<file path="config.mk">
export PLATFORM = sky130hd
export DESIGN_NAME = hazard_forward_ctrl
export DESIGN_NICKNAME = d
export VERILOG_FILES = /design/src/rtl/hazard_forward_ctrl.sv
export SDC_FILE = /design/constraint.sdc
export NUM_CORES = 1
export LEC_CHECK = 0
export BUFFER_PORTS_ARGS = -buffer_cell sky130_fd_sc_hd__buf_2
export CAP_MARGIN = 40
export CELL_PAD_IN_SITES_DETAIL_PLACEMENT = 1
export CELL_PAD_IN_SITES_GLOBAL_PLACEMENT = 1
export CORE_UTILIZATION = 38
export CTS_BUF_LIST = sky130_fd_sc_hd__clkbuf_4 sky130_fd_sc_hd__clkbuf_8 sky130_fd_sc_hd__clkbuf_16
export DETAILED_ROUTE_END_ITERATION = 16
export HOLD_SLACK_MARGIN = 0.1
export PLACE_DENSITY = 0.9
export SYNTH_ARGS = -nofsm -noshare
export SYNTH_HDL_FRONTEND = slang
export SYNTH_SLANG_ARGS = --single-unit
</file>
<file path="constraint.sdc">
create_clock -name clk -period 6.5 [get_ports clk]
set_input_delay 0.65 -clock clk [delete_from_list [all_inputs] [get_ports clk]]
set_output_delay 0.65 -clock clk [all_outputs]
set_load 0.02 [all_outputs]
</file>
<file path="src/rtl/hazard_forward_ctrl.sv">
// EX-stage operand bypass selection plus ID-stage stall generation for
// load-use, pending multi-cycle results and multi-cycle unit occupancy.
module hazard_forward_ctrl #(
    parameter int REG_AW  = 5,
    parameter int NSRC    = 2,
    parameter int MUL_LAT = 4,
    parameter int CNT_W   = 16
) (
    input  logic                   clk,
    input  logic                   reset,
    input  logic [NSRC*REG_AW-1:0] id_rs,
    input  logic [NSRC-1:0]        id_rs_used,
    input  logic                   id_mul,
    input  logic [REG_AW-1:0]      idex_rd,
    input  logic                   idex_regwrite,
    input  logic                   idex_memread,
    input  logic                   idex_mul,
    input  logic [NSRC*REG_AW-1:0] ex_rs,
    input  logic [REG_AW-1:0]      exmem_rd,
    input  logic                   exmem_regwrite,
    input  logic [REG_AW-1:0]      memwb_rd,
    input  logic                   memwb_regwrite,
    output logic [2*NSRC-1:0]      fwd_sel,
    output logic                   stall,
    output logic                   flush_idex,
    output logic                   mul_busy,
    output logic [CNT_W-1:0]       stall_cnt
);

    localparam int CW = $clog2(MUL_LAT + 1);

    typedef enum logic {
        IDLE = 1'b0,
        BUSY = 1'b1
    } state_e;

    state_e             state_q, state_d;
    logic               sb_valid_q, sb_valid_d;
    logic [REG_AW-1:0]  sb_rd_q, sb_rd_d;
    logic [CW-1:0]      cnt_q, cnt_d;
    logic [CNT_W-1:0]   stall_cnt_q, stall_cnt_d;

    logic [NSRC-1:0]    ld_hit;
    logic [NSRC-1:0]    sb_hit;
    logic               busy;
    logic               lu;
    logic               raw_mul;
    logic               st_mul;
    logic               stall_w;

    assign busy = (cnt_q != '0);

    for (genvar k = 0; k < NSRC; k++) begin : g_src
        logic [REG_AW-1:0] ers;
        logic [REG_AW-1:0] irs;
        logic              exm_hit;
        logic              mwb_hit;
        logic              irs_live;

        assign ers = ex_rs[k*REG_AW +: REG_AW];
        assign irs = id_rs[k*REG_AW +: REG_AW];

        assign exm_hit = exmem_regwrite && (exmem_rd != '0)
                         && (exmem_rd == ers);
        assign mwb_hit = memwb_regwrite && (memwb_rd != '0)
                         && (memwb_rd == ers);

        // EX/MEM holds the younger value, so it beats MEM/WB
        assign fwd_sel[2*k +: 2] = reset   ? 2'b00 :
                                   exm_hit ? 2'b10 :
                                   mwb_hit ? 2'b01 : 2'b00;

        assign irs_live  = id_rs_used[k] && (irs != '0);
        assign ld_hit[k] = irs_live && (irs == idex_rd);
        assign sb_hit[k] = irs_live && (irs == sb_rd_q);
    end

    assign lu      = idex_memread && idex_regwrite && (|ld_hit);
    assign raw_mul = busy && sb_valid_q && (|sb_hit);
    assign st_mul  = id_mul && (busy || idex_mul);
    assign stall_w = !reset && (lu || raw_mul || st_mul);

    assign stall      = stall_w;
    assign flush_idex = stall_w;
    assign mul_busy   = !reset && busy;
    assign stall_cnt  = stall_cnt_q;

    always_comb begin
        state_d    = state_q;
        sb_valid_d = sb_valid_q;
        sb_rd_d    = sb_rd_q;
        cnt_d      = cnt_q;
        unique case (state_q)
            IDLE: begin
                if (idex_mul) begin
                    state_d    = BUSY;
                    sb_valid_d = idex_regwrite && (idex_rd != '0);
                    sb_rd_d    = idex_rd;
                    cnt_d      = CW'(MUL_LAT - 1);
                end
            end
            BUSY: begin
                // a new idex_mul here is structurally impossible; drop it
                cnt_d = cnt_q - CW'(1);
                if (cnt_q == CW'(1)) begin
                    state_d    = IDLE;
                    sb_valid_d = 1'b0;
                end
            end
        endcase
    end

    always_comb begin
        stall_cnt_d = stall_cnt_q;
        if (stall_w && (stall_cnt_q != '1)) begin
            stall_cnt_d = stall_cnt_q + CNT_W'(1);
        end
    end

    always_ff @(posedge clk) begin
        if (reset) begin
            state_q     <= IDLE;
            sb_valid_q  <= 1'b0;
            sb_rd_q     <= '0;
            cnt_q       <= '0;
            stall_cnt_q <= '0;
        end else begin
            state_q     <= state_d;
            sb_valid_q  <= sb_valid_d;
            sb_rd_q     <= sb_rd_d;
            cnt_q       <= cnt_d;
            stall_cnt_q <= stall_cnt_d;
        end
    end

endmodule

</file>
* After elaboration in Yosys (flattened, before gate mapping) *
Cells that the tools add are included.

word-level totals
  bits in registers = 26

operators by class
  muxes and demuxes = 14
  $add $sub $neg = 2
  reduce and logical (&&, ||, !) cells = 35
  bitwise gates (word level) = 1
  eq/ne operators = 12

operator list
  operator               number
  $eq 5x5->1             8
  $reduce_bool 5->1      5
  $logic_and 1x1->1      21
  $add 16x1->16 const B  1
  $ne 16x16->1 const B   1
  $mux 2                 4
  $mux 1                 6
  $pmux 3 s2             1
  $pmux 1 s2             2
  $reduce_and 2->1       2
  $reduce_or 2->1        2
  $eq 3x1->1 const B     1
  $logic_or 1x1->1       3
  $mux 3                 1
  $reduce_bool 3->1      1
  $sub 3x1->3 const B    1
  $ne 2x1->1 const B     1
  $ne 2x2->1 const B     1
  $logic_not 1->1        1
  $not 1->1              1

* Longest topological paths before layout *
  depth in word-level cells = 9
  gate-level depth with buffers = 10

* Worst setup path after synthesis *
No wires, ideal clock.

  path kind = input to output
  from = input exmem_rd[1]
  to = output fwd_sel[0]
  stages = 4
  slack = 3.562 ns
  buffers on the path = 0
  data arrival time = 2.288 ns
  path through = or4_1 -> o21ai_0 -> nor3_1 -> nor4_1

between the ends
  longest elaborated chain between the ends = 5

ends and longest elaborated chain
  item                   RTL line  text
  start: declaration     19        input logic [REG_AW-1:0] exmem_rd,
  $reduce_bool 5->1      63        assign exm_hit = exmem_regwrite && (exmem_rd != '0)
  $logic_and 1x1->1      63
  $logic_and 1x1->1 (*)  64        && (exmem_rd == ers);
  $mux 2 (*)             70        exm_hit ? 2'b10 :
  $mux 2 (*)             69        assign fwd_sel[2*k +: 2] = reset ? 2'b00 :
  end: declaration       23        output logic [2*NSRC-1:0] fwd_sel,

Mark *: on every way between the ends. The rest lies on a longest branch, timed or not.

* Worst setup path after layout *
Ends and elaborated chain as after synthesis.

==> results by group <==
Route
  – Vias post-DR: 1897
  – Routed Antenna Nets: 0
  – DR iter-0 viols: 82
  – Detailed Routing Iterations Pass 1: 4
  – DRT Wirelength: 5380 microns
  – Vias per cell: 5.71
  – Wirelength per Cell: 16.2 microns
  – DRC: 0

Yosys
  – Cell taking the most area after synthesis: dfxtp_1
  – Avg Cell Area, Syn: 8.37 sq um
  – Syn Nets: 268
  – Main synth FF type: dfxtp_1
  – Top cells by count, synth: xnor2_1 (30), dfxtp_1 (26), nand3_1 (17)
  – Seq/Total Area, Yosys: 0.284
  – Top cell type's share of synthesized area: 0.284
  – Post-synth ARST share: 0
  – Count leader, synth: xnor2_1
  – Netlist cell types: 37
  – Post-synthesis cell count: 219
  – Cells taking the most area after synthesis: dfxtp_1 (28%), xnor2_1 (14%), or4_1 (6.1%)
  – YS warnings: 0
  – Post-Syn Area: 1830 sq um
  – EDFF count, synth: 0
  – Seq cells post-synth: 26

Critical path
  – CP Buf/Inv Count: 2
  – RR Endpoint: stall_cnt[9]
  – Max incr delay on CP: 520 ps
  – Levels on crit path: 6
  – Crit-path cells: buf_2, or4_1, o21ai_0, nor3_1, nor4_1, buf_2
  – Worst R2R Start: cnt_q[0]
  – Kind of end point of the critical path: output pin
  – CP arrival: 2390 ps
  – Most common cell on crit path: buf_2
  – Slowest CP cell: or4_1
  – Reg2reg path depth: 8
  – Register-to-Register Setup Slack: 4080 ps
  – Crit path kind: input port to output pin
  – Crit path launch type: input port
  – Crit path from: exmem_rd[1]
  – CP delay by family, top: simple AND/OR/NAND/NOR gates
  – CP Data Required Time: 5850 ps
  – Setup crit end: fwd_sel[0]
  – CP max FO: 4

Worst hold path
  – Hold Crit Class: register to register
  – WHS Path Cells: 2

CTS
  – Num Clock Sinks: 26
  – CTS tree: built
  – Root buf cell: clkbuf_8
  – Worst-path clk slew: 80 ps
  – H-tree levels: 1
  – CTS Buf Count: 3
  – # hold bufs at CTS: 0
  – Cts repair resizes: 0
  – Worst skew pair latency: 260 ps
  – CTS max path bufs: 2
  – Setup bufs post-CTS: 0

Cells and area
  – Antenna cells: 0
  – Layout cell share with drive strength beyond 1: 0.271
  – Nets: 331
  – Layout area overhead: 21.7%

Die
  – Core Area: 4500 sq um
  – Row cnt: 24
  – Chip Width: 71.5 microns
  – I/O Pins: 68
  – Die H: 71.5 microns
  – Die footprint: 5110 sq um
  – Initial core utilization: 0.407

Global routing
  – Total grt overflow: 0
  – Initial antenna violation count: 0
  – Vias in the first global route: 1887
  – Largest net degree at the start of global routing: 34
  – First-pass GRT wire length: 8670 microns
  – GR Util All Layers: 0.211

STA
  – Period utilization: 0.468
  – Hold Vio Cnt, Final: 0
  – Final Max Slew Viols: 0
  – Rel. slew slack: 0.543
  – Worst-Margin Slew: 685 ps
  – Fmax: 0.329 GHz
  – Setup total negative slack: 0 ps
  – Setup violators final: 0
  – Clock skew after layout: 1.56 ps
  – Hold Slack: 502 ps
  – Final min period: 3040 ps
  – RSZ-0062 raised after global routing: false

Placement
  – RePlAce Congestion: 0.834
  – DP HPWL: 4300 microns
  – IO buf count: 67

Pwr
  – PD cells: 156 nW/um^2
  – IR Drop Worst-Case VDD: 64.8 uV
  – Power, Total: 0.348 mW
  – Leak Pwr: 0.924 nW

Job
  – Max Cap Viol: 0

Outcome
  – Outcome: finished clean
==> power breakdown <==
part | total [mW] | leakage, nW | switching [mW] | internal (mW)
Clock | 0.0880 | 0.0216 | 0.0465 | 0.0415
Sequential | 0.172 | 0.212 | 0.00704 | 0.165
Combinational | 0.0878 | 0.691 | 0.0485 | 0.0393
Total | 0.348 | 0.924 | 0.102 | 0.246
==> registers in the layout, indices dropped and copies added (netlist names) <==
signal	count
cnt_q	3
sb_rd_q	5
sb_valid_q	1
stall_cnt	16
state_q	1
==> cells by family (layout without fill, tap and decap cells) <==
kind of cell / count (synthesis) / in the layout / synth area share
AO/OA/AOI/OAI: 37 / 37 / 0.127
XOR/XNOR: 40 / 40 / 0.191
adder cells (fa/ha/maj): 4 / 4 / 0.0273
buffers and inverters: 13 / 74 / 0.0341
flip-flops: 26 / 26 / 0.284
multiplexers: 10 / 10 / 0.0580
AND/OR/NAND/NOR: 89 / 89 / 0.278
==> cells in the final DEF (no fill, tap or decap), types with 7 or more instances in the layout <==
cell type	instances
o31ai_1	8
or4_1	15
nor2_1	13
xor2_1	10
dfxtp_1	26
a21oi_1	13
and3_1	10
xnor2_1	30
nand3_1	17
buf_2	67
nor2b_1	7
==> layout make-up <==
| class | count | area [sq um] |
|---|---|---|
| fillers | 578 | 2270 |
| multi-input cells | 180 | 1250 |
| flip-flops and latches | 26 | 520 |
| repair buffers | 68 | 343 |
| well taps | 52 | 65.1 |
| clock buffers | 3 | 41.3 |
| inverters | 3 | 11.3 |
==> through the flow <==
step	cells	utilization	area (sq um)	setup slack, ps
2_1_floorplan	219	-	1830	3560
3_3_place_gp	329	0.486	2190	3600
3_5_place_dp	329	0.486	2190	3520
4_1_cts	332	0.495	2230	3520
5_1_grt	332	0.495	2230	3410
6_report	332	0.495	2230	3460
==> how the worst min path moves through the flow <==
stage                       startpoint      endpoint  slack (ps)
final                     stall_cnt[4]  stall_cnt[4]         500
after detailed placement  stall_cnt[4]  stall_cnt[4]         490
after floorplan               cnt_q[2]      cnt_q[2]         460
after CTS                 stall_cnt[4]  stall_cnt[4]         500
after global routing      stall_cnt[4]  stall_cnt[4]         520
after global placement      sb_valid_q    sb_valid_q         480
==> tightest hold or removal path: stages (launching register included) <==
cell	delay, ps
dfxtp_1	340
o31ai_1	70
a21oi_1	60
==> per-layer routing <==
metal / part of all wire / routed length (microns) / up-vias / track usage
met2: 0.51 / 2740 / 66 / 0.381
li1: - / - / 926 / -
met4: 0.014 / 75 / 0 / 0.0545
met5: 0 / 0 / - / 0
met3: 0.052 / 277 / 9 / 0.0281
met1: 0.42 / 2290 / 896 / 0.264
Power figures use the tool's default switching activity.
